==> config.mk <==
export PLATFORM = sky130hd
export DESIGN_NAME = multi_db_counter
export DESIGN_NICKNAME = d
export VERILOG_FILES = /design/src/rtl/multi_db_pkg.sv /design/src/rtl/multi_db_counter_db_channel.sv /design/src/rtl/multi_db_counter.sv
export SDC_FILE = /design/constraint.sdc
export NUM_CORES = 1
export LEC_CHECK = 0
export BUFFER_PORTS_ARGS = -buffer_cell sky130_fd_sc_hd__buf_2
export CORE_MARGIN = 2
export CORE_UTILIZATION = 50
export CTS_CLUSTER_DIAMETER = 50
export DETAILED_ROUTE_END_ITERATION = 7
export GPL_TIMING_DRIVEN = 0
export PLACE_DENSITY = 0.67
export REMOVE_ABC_BUFFERS = 1
export SYNTH_ARGS = -nofsm -noshare
export SYNTH_HDL_FRONTEND = slang
export SYNTH_SLANG_ARGS = --single-unit
export TNS_END_PERCENT = 100
==> constraint.sdc <==
create_clock -name clk -period 4.05 [get_ports clk]
set_input_delay 1.0125 -clock clk [delete_from_list [all_inputs] [get_ports clk]]
set_output_delay 1.0125 -clock clk [all_outputs]
set_load 0.05 [all_outputs]
==> src/rtl/multi_db_pkg.sv <==
// Shared constants and helpers for the multi-channel debounce/count block.
// No logic, so no latency and no backpressure.
package multi_db_pkg;

  localparam int EDGE_RISE = 0;
  localparam int EDGE_FALL = 1;
  localparam int EDGE_BOTH = 2;

  // A single channel still needs a 1-bit select port.
  function automatic int sel_width(input int n);
    return (n <= 1) ? 1 : $clog2(n);
  endfunction

endpackage

==> src/rtl/multi_db_counter_db_channel.sv <==
// One channel: 2-flop sync, stability-counter debounce, edge tick, bounce and event counters.
// Level moves DB_CYCLES+2 cycles after sw settles, tick is registered with it; no backpressure.
module db_channel
  import multi_db_pkg::*;
#(
  parameter int DB_CYCLES = 4,
  parameter int CNT_W     = 8,
  parameter int EDGE_MODE = EDGE_RISE,
  parameter int SAT       = 0
) (
  input  logic             clk,
  input  logic             reset,
  input  logic             sw,
  input  logic             clr,
  output logic             level,
  output logic             tick,
  output logic [CNT_W-1:0] raw_cnt,
  output logic [CNT_W-1:0] db_cnt
);

  localparam int             K_W   = $clog2(DB_CYCLES);
  localparam logic [K_W-1:0] K_MAX = K_W'(DB_CYCLES - 1);

  logic           s_meta;
  logic           s;
  logic           s_prev;
  logic [K_W-1:0] k;
  logic           flip;
  logic           edge_hit;
  logic           raw_rise;

  function automatic logic [CNT_W-1:0] bump(input logic [CNT_W-1:0] v);
    if ((SAT != 0) && (&v)) begin
      return v;
    end
    return v + CNT_W'(1);
  endfunction

  assign flip     = (s != level) && (k == K_MAX);
  assign raw_rise = s & ~s_prev;

  always_comb begin
    edge_hit = 1'b0;
    case (EDGE_MODE)
      EDGE_RISE: edge_hit = flip & s;
      EDGE_FALL: edge_hit = flip & ~s;
      default:   edge_hit = flip;
    endcase
  end

  always_ff @(posedge clk or negedge reset) begin
    if (!reset) begin
      s_meta <= 1'b0;
      s      <= 1'b0;
      s_prev <= 1'b0;
      level  <= 1'b0;
      tick   <= 1'b0;
      k      <= '0;
    end else begin
      s_meta <= sw;
      s      <= s_meta;
      s_prev <= s;
      tick   <= edge_hit;
      // Any sample matching the current level restarts the stability window.
      if (s == level) begin
        k <= '0;
      end else if (k == K_MAX) begin
        level <= s;
        k     <= '0;
      end else begin
        k <= k + K_W'(1);
      end
    end
  end

  // Clear wins over a coincident increment; that edge is dropped.
  always_ff @(posedge clk or negedge reset) begin
    if (!reset) begin
      raw_cnt <= '0;
      db_cnt  <= '0;
    end else begin
      if (clr) begin
        raw_cnt <= '0;
      end else if (raw_rise) begin
        raw_cnt <= bump(raw_cnt);
      end
      if (clr) begin
        db_cnt <= '0;
      end else if (tick) begin
        db_cnt <= bump(db_cnt);
      end
    end
  end

endmodule

==> src/rtl/multi_db_counter.sv <==
// N_CH debounce/count channels plus a registered counter read-out selected by sel.
// Read-out lags sel or counter changes by 1 cycle; no backpressure.
module multi_db_counter
  import multi_db_pkg::*;
#(
  parameter int N_CH      = 4,
  parameter int DB_CYCLES = 1_000_000,
  parameter int CNT_W     = 8,
  parameter int EDGE_MODE = EDGE_RISE,
  parameter int SAT       = 0
) (
  input  logic                       clk,
  input  logic                       reset,
  input  logic [N_CH-1:0]            sw,
  input  logic [N_CH-1:0]            clr,
  input  logic [sel_width(N_CH)-1:0] sel,
  output logic [N_CH-1:0]            db_level,
  output logic [N_CH-1:0]            db_tick,
  output logic [CNT_W-1:0]           rd_raw,
  output logic [CNT_W-1:0]           rd_db
);

  logic [CNT_W-1:0] raw_cnt [N_CH];
  logic [CNT_W-1:0] db_cnt  [N_CH];
  logic [CNT_W-1:0] raw_mux;
  logic [CNT_W-1:0] db_mux;

  for (genvar g = 0; g < N_CH; g++) begin : g_ch
    db_channel #(
      .DB_CYCLES (DB_CYCLES),
      .CNT_W     (CNT_W),
      .EDGE_MODE (EDGE_MODE),
      .SAT       (SAT)
    ) u_ch (
      .clk     (clk),
      .reset   (reset),
      .sw      (sw[g]),
      .clr     (clr[g]),
      .level   (db_level[g]),
      .tick    (db_tick[g]),
      .raw_cnt (raw_cnt[g]),
      .db_cnt  (db_cnt[g])
    );
  end

  // Select codes past the last channel fall through to zero.
  always_comb begin
    raw_mux = '0;
    db_mux  = '0;
    for (int i = 0; i < N_CH; i++) begin
      if (int'(sel) == i) begin
        raw_mux = raw_cnt[i];
        db_mux  = db_cnt[i];
      end
    end
  end

  always_ff @(posedge clk or negedge reset) begin
    if (!reset) begin
      rd_raw <= '0;
      rd_db  <= '0;
    end else begin
      rd_raw <= raw_mux;
      rd_db  <= db_mux;
    end
  end

endmodule
==> results list, run 1 <==
* Post_cts resized: 0
- Routed met2 length: ~7600 um
- Number of synthesized flops with an enable pin: 0
- The H-tree was split into 4 levels.
- After detailed routing, the total wire length is about 16,000 um.
* Async set-reset flop share out of synthesis: 100%
* Number of hold violations in the final report: 0
* Post-detailed-route wirelength per cell: 15.3 um
* Initial drt markers: 365
* Via count: between 5,000 and 6,000
- The run finished with clean final reports.
* Antenna viol nets, final: 0
- Starting density of the core: roughly 51%
- Synthesis warning total: 0
- The critical path in this run is classified as reg2out.
* Ranking of synthesized cells by instance count: sky130_fd_sc_hd__dfrtp_1 (180), sky130_fd_sc_hd__nor2_1 (131), sky130_fd_sc_hd__xor2_1 (54)
- The first detailed-routing pass took 6 iterations.
* Actual transition at the worst max-transition pin: about 1.2 ns
- Post-Synthesis Cell Area: between 8000 and 9000 um^2
- Aggregate global routing overflow: 0
- Counting distinct cell types in the post-synthesis netlist gives 40.
- Total number of placement rows: 47
* Buffers inserted by post-CTS timing repair: 0
- Setup violations remaining at the end of the flow were counted as 0.
* Final worst slack: approximately 1.7 ns
- The clock period could shrink to 2.31 ns.
* Crit-path max cell delay: 0.53 ns
* Total Die Area: ~18,000 um^2
- Number of slew-limit violations in the final report: 0
* Root Buffer Master: sky130_fd_sc_hd__clkbuf_16
- After detailed routing, the number of remaining DRC violations is 0.
- Measured along the y axis, the die boundary spans around 130 um.
- VDD sags by at most around 0.00032 V.
- TritonCTS built the clock tree.
- Detailed placement finished with a half-perimeter wire length of 11,300 um.
- In this run the standard cell core region covers 16,500 um^2.
- Clock latency on the worst-skew pair, taken at its later pin, is roughly 0.43 ns.
- Mean Syn Cell Area: around 11 um^2
- Number of global-route vias before repair: slightly below 6,000
- The worst setup path is launched from a flop.
* Post-cts hold buffer count: 0
- Synthesis produced 787 cells.
* Power Density: 381 nW/um^2
- The largest individual stage delay along the critical path comes from the cell sky130_fd_sc_hd__dfrtp_1.
- RSZ-0062 raised after global routing: no
- CP Data Required Time: 3.04 ns
- First-pass GRT wire length: ~28,000 um
* Kind of cell adding the most delay to the critical path: flip-flops
- Number of CTS-inserted buffers: 17
- Clock skew on the completed layout was measured at approximately 0.0074 ns.
- Reported leakage power: roughly 4 nW
* Number of clock sinks: 180
* Reg clk slew, reported paths: around 0.06 ns
- At the end of routability-driven placement, the weighted congestion stood at about 0.82.
- OpenSTA, run right after detailed placement, puts the worst setup slack at 1.79 ns.
* # nets final: roughly 840
- Vias per cell: about 5.5
- The synthesized design contains between 150 and 200 register bits.
- Relative slew slack: between 20% and 30%
- The tightest min-delay check is of the reg2reg type.
- sky130_fd_sc_hd__dfrtp_1 takes more of the synthesized area than any other cell.
* Cell with the most instances after synthesis: sky130_fd_sc_hd__dfrtp_1
* Met1 wire length: ~7400 um
- After layout, the worst path uses between 50 and 60% of the clock period.
* CP Capture Type: primary output
* Layout overhead on the synthesized area: 11.4%
- Dominant synthesized flop cell: sky130_fd_sc_hd__dfrtp_1
- The routed design uses 534 um of met3 wire.
* Ports: 36
- Cell Count, Final, Fillers Out: approximately 1,000
- Total buffers and inverters traversed by the critical path: 1
- Share of layout cells above drive strength 1: a little under an eighth
- List of cells traversed by the critical path: buf_2
* Max Root-Sink Buffers: 2
- Post-synth top area share: a little over half
- The initial antenna violation count is 0.
* Top area cells in the synthesized netlist: sky130_fd_sc_hd__dfrtp_1 (54%), sky130_fd_sc_hd__nor2_1 (5.8%), sky130_fd_sc_hd__xor2_1 (5.6%)
* Critical path fanouts, max: 7
- Post-layout util: approximately 57%
* Placed cell count: approximately 1,000
- For this run, the register share of the synthesized area comes to between 50% and 60%.
- For this run, the total global-route usage over all layers was measured as ~20%.
* Port-buffer cells: 35
- Arrival time of data at the critical path endpoint: ~1.3 ns
- Horizontal extent of the die: approximately 130 um
- Uppermost routed layer: met4
* Diode insertion count for antenna repair: 0
- Peak Freq: 432 MHz
* Pin count of the biggest net entering global routing: 111
* Number of violations of the max-capacitance limit: 0
==> worst register-to-register path: stages, from the launching register on <==
cell and delay (ns):
sky130_fd_sc_hd__dfrtp_1 0.40, sky130_fd_sc_hd__nand3_1 0.14, sky130_fd_sc_hd__or4b_1 0.57, sky130_fd_sc_hd__o31ai_2 0.67
sky130_fd_sc_hd__buf_6 0.24, sky130_fd_sc_hd__a21oi_1 0.06
==> report_power, final <==
part	switching [mW]	total, mW	internal (mW)
clock network	0.632	1.59	0.961
logic	0.0899	0.130	0.0402
registers	0.0225	1.84	1.82
total	0.744	3.57	2.82
==> through the flow <==
stage                     instance area, um^2  hold WS, ns  TNS, ns  power [mW]
after floorplan                          8270        0.331        0        1.93
after global placement                   8720        0.335  -137.51        2.00
after detailed placement                 8800        0.337        0        2.01
after CTS                                9370        0.351        0        3.62
after global routing                     9370        0.368        0        3.72
final                                    9370        0.348        0        3.57
==> placed cells by master (no fill, tap or decap), drive strengths merged, types with 5 or more instances in the layout <==
| master | synthesis | routed |
|---|---|---|
| nor4 | 15 | 15 |
| and2 | 5 | 5 |
| nand2 | 44 | 44 |
| mux2i | 10 | 10 |
| o21ai | 19 | 19 |
| nor4b | 5 | 5 |
| dfrtp | 180 | 180 |
| nor3 | 23 | 23 |
| and3 | 15 | 15 |
| xor2 | 54 | 54 |
| a21oi | 23 | 23 |
| xnor2 | 52 | 52 |
| and4 | 5 | 5 |
| nand4 | 37 | 37 |
| nor2 | 131 | 131 |
| buf | 11 | 39 |
| clkbuf | 19 | 24 |
| o31ai | 9 | 9 |
| mux4 | 16 | 16 |
| or3 | 12 | 12 |
| nand3 | 33 | 33 |
| or4 | 7 | 7 |
| inv | 18 | 18 |
| nand4b | 7 | 7 |
| ha | 12 | 12 |
==> final timing paths <==
path                                                from                                   to  slack [ns]  cells after the start
setup / recovery             g_ch[2].u_ch.tick$_DFF_PN0_                           db_tick[2]        1.74                      1
setup reg to reg            g_ch[0].u_ch.k[16]$_DFF_PN0_         g_ch[0].u_ch.k[18]$_DFF_PN0_        1.85                      5
hold / removal             g_ch[0].u_ch.s_meta$_DFF_PN0_             g_ch[0].u_ch.s$_DFF_PN0_        0.35                      0
max in group asynchronous                          reset  g_ch[1].u_ch.raw_cnt[1]$_DFFE_PN0P_        2.61                      2
hold reg to reg            g_ch[0].u_ch.s_meta$_DFF_PN0_             g_ch[0].u_ch.s$_DFF_PN0_        0.35                      0
min in group asynchronous                          reset         g_ch[0].u_ch.k[16]$_DFF_PN0_        0.52                      1
==> layout make-up <==
| type | count | area, um^2 |
|---|---|---|
| clock buffer | 24 | 492 |
| clock inverter | 5 | 75.1 |
| fill | 1373 | 7160 |
| inverter | 18 | 67.6 |
| multi-input combinational | 559 | 3710 |
| sequential | 180 | 4500 |
| tap | 220 | 275 |
| timing repair buffer | 39 | 246 |
==> cells by family after synthesis <==
family                     share of synthesized area [%]
muxes                                               6.01
buffers and inverters                               2.54
DFF                                                 53.5
adders and majority gates                           1.78
AOI/OAI and AO/OA                                   3.61
and+or+nand+nor                                     21.5
xor gates and xnor gates                            11.0
==> registers in the layout, summed over array words and instances (netlist names) <==
signal,flops
g_ch.u_ch.db_cnt,32
g_ch.u_ch.level,4
g_ch.u_ch.raw_cnt,32
rd_raw,8
g_ch.u_ch.s_prev,4
g_ch.u_ch.s_meta,4
rd_db,8
g_ch.u_ch.s,4
g_ch.u_ch.k,80
g_ch.u_ch.tick,4
==> metal layers <==
metal,up-vias,GRT usage (%)
li1,2792,-
met1,2860,26.1
met2,102,30.9
met3,37,4.38
met4,0,8.69
met5,-,0
Note: power is estimated with default switching activity, not from simulation.
==> run 2, diff against run 1 <==
--- a/config.mk
+++ b/config.mk
@@ -11,7 +11,7 @@
 export CTS_CLUSTER_DIAMETER = 50
 export DETAILED_ROUTE_END_ITERATION = 7
 export GPL_TIMING_DRIVEN = 0
-export PLACE_DENSITY = 0.67
+export PLACE_DENSITY = 0.69
 export REMOVE_ABC_BUFFERS = 1
 export SYNTH_ARGS = -nofsm -noshare
 export SYNTH_HDL_FRONTEND = slang
==> constraint.sdc (replaced) <==
create_clock -name clk -period 2 [get_ports clk]
set_input_delay 0.5 -clock clk [delete_from_list [all_inputs] [get_ports clk]]
set_output_delay 0.5 -clock clk [all_outputs]
set_load 0.05 [all_outputs]
==> run 2 against run 1 <==
  * Register-to-register slack got worse by 1.7 ns
  * Critical path type is now reg2reg
  * Clock skew barely moved
  * Power grew 120%
  * Design area grew 2.4%
  * Via count is 2.3% higher
  * Critical path depth up 3
  * Sequential cell count unchanged
  * Highest routed layer unchanged
  * Clock-buffer cell count down 5
  * Sequential share of layout area shrank 1.1 points
  * First-iteration DRC count down 18%
  * Worst hold slack got worse by 0.33 ns
==> results list, run 2 (same netlist as run 1, synthesis figures left out) <==
- The run finished with clean final reports.
- The setup slack of the most critical reg-to-reg path came to 0.14 ns (-1.71 ns).
* TritonCTS clock tree: yes
- Met1 wire length: 7440 um (+0.38%)
- The starting utilization of the core area came to 50.9% (unchanged).
- Final instance area: 9590 um^2 (+2.4%)
* Launching element type of the critical path: flop
- The worst max-slew margin expressed relative to the limit is 60.4% (+40 points).
* First-pass GRT wire length: 28,000 um (about the same)
* Worst setup path startpoint: g_ch[0].u_ch.k[16]$_DFF_PN0_
* Cell Count, Final, Fillers Out: 1,055 (+0.96%)
- Uppermost routed layer: met4
* Number of clock sinks: 180 (unchanged)
* Diode insertion count for antenna repair: 0 (unchanged)
- Via count: 5,924 (+2.3%)
* Total length of routed wires: 16,400 um (+2.3%)
* Largest register by flop count: g_ch.u_ch.k
* Number of CTS-inserted buffers: 17 (unchanged)
* Aggregate global routing overflow: 0 (unchanged)
- Placed cell count: 1,016 (unchanged)
- Peak Freq: approximately 540 MHz
- Number of slew-limit violations in the final report: 0 (unchanged)
* Worst hold-check slack: 0.0183 ns (-0.330 ns)
- The placeable core region came to 16,500 um^2 (unchanged).
- The number of flip-flops in the largest register came to 80 (unchanged).
* Top flop regs: g_ch.u_ch.k x80, g_ch.u_ch.db_cnt x32, g_ch.u_ch.raw_cnt x32
- The final net count is 847 (+0.95%).
* Layout overhead on the synthesized area: 14.0%
- Post-layout util: 58.0% (+1.3 points)
- The maximum number of pins on one net before global-route repair was 117 (+5.4%).
- The total number of placement rows is 47 (unchanged).
* Number of hold violations in the final report: 0 (unchanged)
* Worst ir drop on vdd: 0.000635 V (+97%)
* Horizontal extent of the die: 134 um (unchanged)
- Period Utilization, post-route: approximately 93%
- The number of levels the H-tree was split into is 4 (unchanged).
- In this run the critical register-to-register path is launched from g_ch[0].u_ch.k[16]$_DFF_PN0_.
- Reg clk slew, reported paths: 0.06 ns (about the same)
- The number of detailed-routing iterations run before antenna repair came to 4 (-2).
* Crit Path Category: reg2reg
- CP Capture Type: flop
- RSZ-0062 raised after global routing: no
- The maximum buffer depth of the clock tree was 2 (unchanged).
* Fin Clk Skew: 0.00757 ns (+0.000215 ns)
* Endpoint of the most critical register-to-register path: g_ch[0].u_ch.level$_DFFE_PN0P_
- Reported leakage power: 4.09 nW (+1.8%)
- The total power of the final layout is 7.76 mW (+120%).
- Critical path fanouts, max: 5 (-2)
* Post-detailed-route wirelength per cell: 15.5 um (+1.3%)
* Arrival time of data at the critical path endpoint: 2.17 ns (+0.87 ns)
* Commonest non-fill, non-tap cell in the layout: sky130_fd_sc_hd__dfrtp_1
* CP Data Required Time: 2.31 ns (-0.73 ns)
* Vias per cell: 5.62 (+1.3%)
- Power Density: 809 nW/um^2 (+110%)
- Antenna viol nets, final: 0 (unchanged)
- The via count of the first global-routing pass was 5,870 (+0.34%).
- The total area of multi-input combinational cells is 3770 um^2 (+1.7%).
* # DRC: 0 (unchanged)
- The accumulated negative setup slack came to 0 ns (unchanged).
- The initial antenna violation count came to 0 (unchanged).
- Layout fillers: 1,388 (+1.1%)
- Time the worst path needs with I/O delays and setup: about 1.9 ns
- Area post-placement: 8800 um^2 (about the same)
- Initial drt markers: 300 (-18%)
- The worst reg2reg path depth came to 4 (-1).
- Number of violations of the max-capacitance limit: 0 (unchanged)
* Routability cong.: 0.822 (about the same)
- Finish-stage setup viols: 0 (unchanged)
- The min-delay analysis places its worst path in the category in2async.
* Routed met2 length: 8150 um (+7.1%)
- Combined global-route utilization of all metal layers: 19.5% (-0.033 points)
- The final HPWL from detailed placement was 11,300 um (+0.45%).
- The overall die height is 134 um (unchanged).
- The clock latency reported for the late side of the worst-skew pair is 0.43 ns (about the same).
- Commonest cells after routing, fill and taps aside: sky130_fd_sc_hd__dfrtp_1 (180), sky130_fd_sc_hd__nor2_1 (131), sky130_fd_sc_hd__xor2_1 (54)
* Port-buffer cells: 35 (unchanged)
- Clock tree synthesis selected as its root buffer the cell sky130_fd_sc_hd__clkbuf_16.
* Share of layout cells above drive strength 1: 13.4% (+2.0 points)
* Termination of the worst setup path: g_ch[0].u_ch.level$_DFFE_PN0P_
* Final worst slack: 0.144 ns (-1.59 ns)
* Ports: 36 (unchanged)
- Total Die Area: 17,900 um^2 (unchanged)
* Actual transition at the worst max-transition pin: 0.589 ns (-0.593 ns)
- Register area: 4500 um^2 (unchanged)
- The worst-case setup slack after placement was -0.214 ns (-2.01 ns).
- Amount of wire on met3 after detailed routing: 501 um (-6.2%)
run 2: cell count changes in the layout (fill, tap and decap cells not counted), sizes merged:
cell      delta
buf          +8
clkbuf       -5
bufinv       +4
clkinvlp     +4
clkinv       -2
inv          +1
run 2: layout make-up:
cell class | count | area share (%)
Inverter | 18 | 0.705
Sequential cell | 180 | 47.0
Timing Repair Buffer | 47 | 3.16
Clock buffer | 19 | 4.62
Multi-Input combinational cell | 559 | 39.3
Tap cell | 220 | 2.87
Clock inverter | 12 | 2.37
run 2: how the worst min path moves through the flow:
stage          slack [ns]                            endpoint  depth (start not counted)                          start
2_1_floorplan        0.20  g_ch[0].u_ch.db_cnt[0]$_DFFE_PN0P_                          0                          reset
3_3_place_gp         0.33            g_ch[2].u_ch.s$_DFF_PN0_                          0  g_ch[2].u_ch.s_meta$_DFF_PN0_
3_5_place_dp         0.34            g_ch[0].u_ch.s$_DFF_PN0_                          0  g_ch[0].u_ch.s_meta$_DFF_PN0_
4_1_cts              0.02         g_ch[0].u_ch.k[9]$_DFF_PN0_                          1                          reset
5_1_grt              0.05        g_ch[0].u_ch.k[17]$_DFF_PN0_                          1                          reset
6_report             0.02        g_ch[0].u_ch.k[17]$_DFF_PN0_                          1                          reset
run 2: critical path: stages, from the launching register on:
cell and delay, ns:
sky130_fd_sc_hd__dfrtp_1 0.39, sky130_fd_sc_hd__nand3_1 0.14, sky130_fd_sc_hd__or4b_1 0.59, sky130_fd_sc_hd__nor3_1 0.25, sky130_fd_sc_hd__mux2_2 0.37
run 2: repair_timing:
| action | CTS | global route |
|---|---|---|
| resized for setup | 5 | 6 |
| setup endpoints to repair | 55 | 52 |
| hold buffers | 0 | 0 |
| buffers inserted | 0 | 8 |
| gates cloned | 0 | 0 |
| pin swaps | 0 | 4 |
run 2: report_power, final:
part	leakage, nW	total [mW]	switching [mW]	internal [mW]
combinational	1.30	0.275	0.185	0.0897
sequential	2.47	3.73	0.0460	3.69
clock	0.312	3.75	1.38	2.37
run 2: metal layers:
metal / up-vias / global-route usage, %
met4: 0 / 7.74
met3: 24 / 3.92
met1: 2983 / 25.6
li1: 2823 / -
met2: 94 / 32.1
met5: - / 0
==> run 3, diff against run 2 <==
--- a/config.mk
+++ b/config.mk
@@ -9,10 +9,10 @@
 export CORE_MARGIN = 2
 export CORE_UTILIZATION = 50
 export CTS_CLUSTER_DIAMETER = 50
+export CTS_CLUSTER_SIZE = 30
 export DETAILED_ROUTE_END_ITERATION = 7
 export GPL_TIMING_DRIVEN = 0
 export PLACE_DENSITY = 0.69
-export REMOVE_ABC_BUFFERS = 1
 export SYNTH_ARGS = -nofsm -noshare
 export SYNTH_HDL_FRONTEND = slang
 export SYNTH_SLANG_ARGS = --single-unit
==> run 3 against run 2 <==
  * Clock power is 12% lower
  * Highest routed layer unchanged
  * Via count is 0.91% lower
  * Clock-buffer cell count is 3 higher
  * Critical path type unchanged
==> results list, run 3 (same netlist as run 1, synthesis figures left out) <==
- The run finished with clean final reports.
- The setup clock skew after layout came to 0.00898 ns (+0.00141 ns).
- Detailed-placement wirelength estimate: 10,700 um (-5.7%)
- The met1 routing resource usage after global routing was 27.9% (+2.3 points).
* Peak Freq: 528 MHz (-2.1%)
- The largest registers in the layout are g_ch.u_ch.k x80, g_ch.u_ch.db_cnt x32, g_ch.u_ch.raw_cnt x32.
- Core ar.: 16,500 um^2 (unchanged)
- Number of violations of the max-capacitance limit: 0 (unchanged)
* Antenna viol nets, final: 0 (unchanged)
- The initial antenna violation count is 0 (unchanged).
- The critical path is of the reg2reg type.
- Fraction of met2 tracks used by global routing: 28.9% (-3.2 points)
* # nets final: 863 (+1.9%)
- Period Utilization, post-route: 94.8% (+2.0 points)
- Sum of internal, switching and leakage power: 7.30 mW (-5.9%)
- Layout fillers: 1,387 (-0.072%)
- The starting utilization of the core area is 50.9% (unchanged).
- Diode insertion count for antenna repair: 0 (unchanged)
- Commonest cells after routing, fill and taps aside: sky130_fd_sc_hd__dfrtp_1 (179), sky130_fd_sc_hd__nor2_1 (131), sky130_fd_sc_hd__xor2_1 (54)
- Time the worst path needs with I/O delays and setup: 1.90 ns (+0.0394 ns)
- Number of slew-limit violations in the final report: 0 (unchanged)
- Ports: 36 (unchanged)
- The total clock sinks came to 180 (unchanged).
- Aggregate global routing overflow: 0 (unchanged)
* Register area: 4510 um^2 (about the same)
- Worst ir drop on vdd: 0.000662 V (+4.2%)
- The number of DRC violations after detailed-routing iteration 0 was 437 (+46%).
* Area of the multi-input gates: 3720 um^2 (-1.4%)
* Most used routing layer in global routing: met2
- The fraction of layout cells with a size suffix above 1 came to 12.4% (-1.0 points).
* Post-detailed-route wirelength per cell: 14.9 um (-4.4%)
* Worst reg-to-reg path cell count: 5 (+1)
- First-pass GRT wire length: 27,500 um (-1.9%)
- Total length of routed wires: 15,900 um (-3.2%)
* Combined global-route utilization of all metal layers: 19.1% (-0.46 points)
* Count of H-tree levels built during CTS: 4 (unchanged)
- The critical-path maximum fanout came to 5 (unchanged).
- The via count of the first global-routing pass came to 5,573 (-5.1%).
* Finish-stage setup viols: 0 (unchanged)
* CP Data Required Time: 2.31 ns (about the same)
- Vertical die dimension: 134 um (unchanged)
- STA classifies the critical path startpoint as a flop.
* Vias per cell: 5.50 (-2.1%)
- The number of instances in the placed design is 1,037 (+2.1%).
- The worst max-slew margin expressed relative to the limit is 59.3% (-1.1 points).
* Arrival time of data at the critical path endpoint: 2.21 ns (+0.04 ns)
* Commonest non-fill, non-tap cell in the layout: sky130_fd_sc_hd__dfrtp_1
- Root Buffer Master: sky130_fd_sc_hd__clkbuf_16
- TritonCTS clock tree: yes
- Latest clock arrival within the worst-skew pair: 0.43 ns (about the same)
- The final count of hold timing violations came to 0 (unchanged).
- Via count: 5,870 (-0.91%)
- Type of the tightest min-delay check: in2async
* CP Capture Type: flop
- The number of detailed-routing iterations run before antenna repair is 5 (+1).
- RR Startpoint: g_ch[1].u_ch.k[0]$_DFF_PN0_
- The worst register-to-register path ends at g_ch[1].u_ch.k[18]$_DFF_PN0_.
- The detailed-route DRC error count was 0 (unchanged).
- The number of buffers inserted by port buffering is 29 (-17%).
- Met3 Track Usage GR: 3.35% (-0.57 points)
* Pin count of the biggest net entering global routing: 114 (-2.6%)
- RSZ-0062 raised after global routing: yes
- Actual transition at the worst max-transition pin: 0.605 ns (+0.0163 ns)
- Ranked by flip-flop count, first place goes to g_ch.u_ch.k.
- Total number of placement rows: 47 (unchanged)
- Layout overhead on the synthesized area: 12.9%
- The leakage power total was 4.08 nW (-0.15%).
* Post-cts hold buffer count: 0 (unchanged)
* Routability cong.: 0.808 (-1.7%)
- Number of flip-flops under the largest register name: 80 (unchanged)
- Synthesis produced a netlist with a net count of 811.
* Horizontal extent of the die: 134 um (unchanged)
* Reg clk slew, reported paths: 0.06 ns (about the same)
- Number of CTS-inserted buffers: 17 (unchanged)
* Cell Count, Final, Fillers Out: 1,068 (+1.2%)
- The die area came to 17,900 um^2 (unchanged).
* Reg2reg setup slack: 0.10 ns (-0.04 ns)
* Power Density: 769 nW/um^2 (-5.0%)
- Max Root-Sink Buffers: 2 (unchanged)
run 3: worst max-delay path, cell delays in order, from the launching register on:
cell	delay [ns]
sky130_fd_sc_hd__dfrtp_1	0.37
sky130_fd_sc_hd__ha_1	0.21
sky130_fd_sc_hd__nand2_1	0.14
sky130_fd_sc_hd__or4_1	0.63
sky130_fd_sc_hd__o21a_1	0.22
sky130_fd_sc_hd__o21ba_2	0.20
run 3: per-stage QoR:
| step | setup TNS, ns | hold slack (ns) | worst slack (ns) | utilization [%] | area (um^2) |
|---|---|---|---|---|---|
| detailed placement | -2.76 | 0.336 | -0.217 | 53.7 | 8870 |
| finish | 0 | 0.0143 | 0.105 | 57.5 | 9500 |
| global route | -0.0814 | 0.0560 | -0.0372 | 57.5 | 9500 |
| floorplan | 0 | 0.204 | 0.133 | - | 8410 |
| global placement | -450.88 | 0.333 | -2.50 | 53.4 | 8830 |
| CTS | 0 | 0.0437 | 0.00850 | 57.2 | 9450 |
run 3: routing by layer:
metal / wire (um) / up-vias
li1: - / 2845
met1: 7830 / 2905
met2: 7300 / 103
met3: 515 / 17
met4: 230 / 0
met5: 0 / -
run 3: how the worst max path moves through the flow:
stage | startpoint | endpoint
5_1_grt | g_ch[2].u_ch.k[4]$_DFF_PN0_ | g_ch[2].u_ch.k[19]$_DFF_PN0_
2_1_floorplan | sel[0] | rd_raw[0]$_DFF_PN0_
3_3_place_gp | reset | g_ch[3].u_ch.k[5]$_DFF_PN0_
6_report | g_ch[1].u_ch.k[0]$_DFF_PN0_ | g_ch[1].u_ch.k[18]$_DFF_PN0_
3_5_place_dp | g_ch[2].u_ch.k[12]$_DFF_PN0_ | g_ch[2].u_ch.k[10]$_DFF_PN0_
4_1_cts | g_ch[0].u_ch.k[16]$_DFF_PN0_ | g_ch[0].u_ch.k[8]$_DFF_PN0_
run 3: power breakdown:
group | leakage [nW] | internal, mW | total [mW] | switching [mW]
combinational | 1.33 | 0.0842 | 0.270 | 0.186
sequential | 2.47 | 3.69 | 3.73 | 0.0458
clock | 0.282 | 2.00 | 3.30 | 1.30
run 3: timing repair:
| action | CTS | global route |
|---|---|---|
| resized for setup | 3 | 15 |
| buffers inserted | 0 | 3 |
| setup endpoints to repair | 11 | 62 |
| pin swaps | 0 | 2 |
run 3: area by class of cell:
class	count	share of cell area, %
sequential	180	47.5
multi-input combinational	559	39.1
clock buffer	22	4.89
tap	220	2.90
timing repair buffer	33	2.16
buffer	30	1.65
clock inverter	6	1.11
inverter	18	0.712
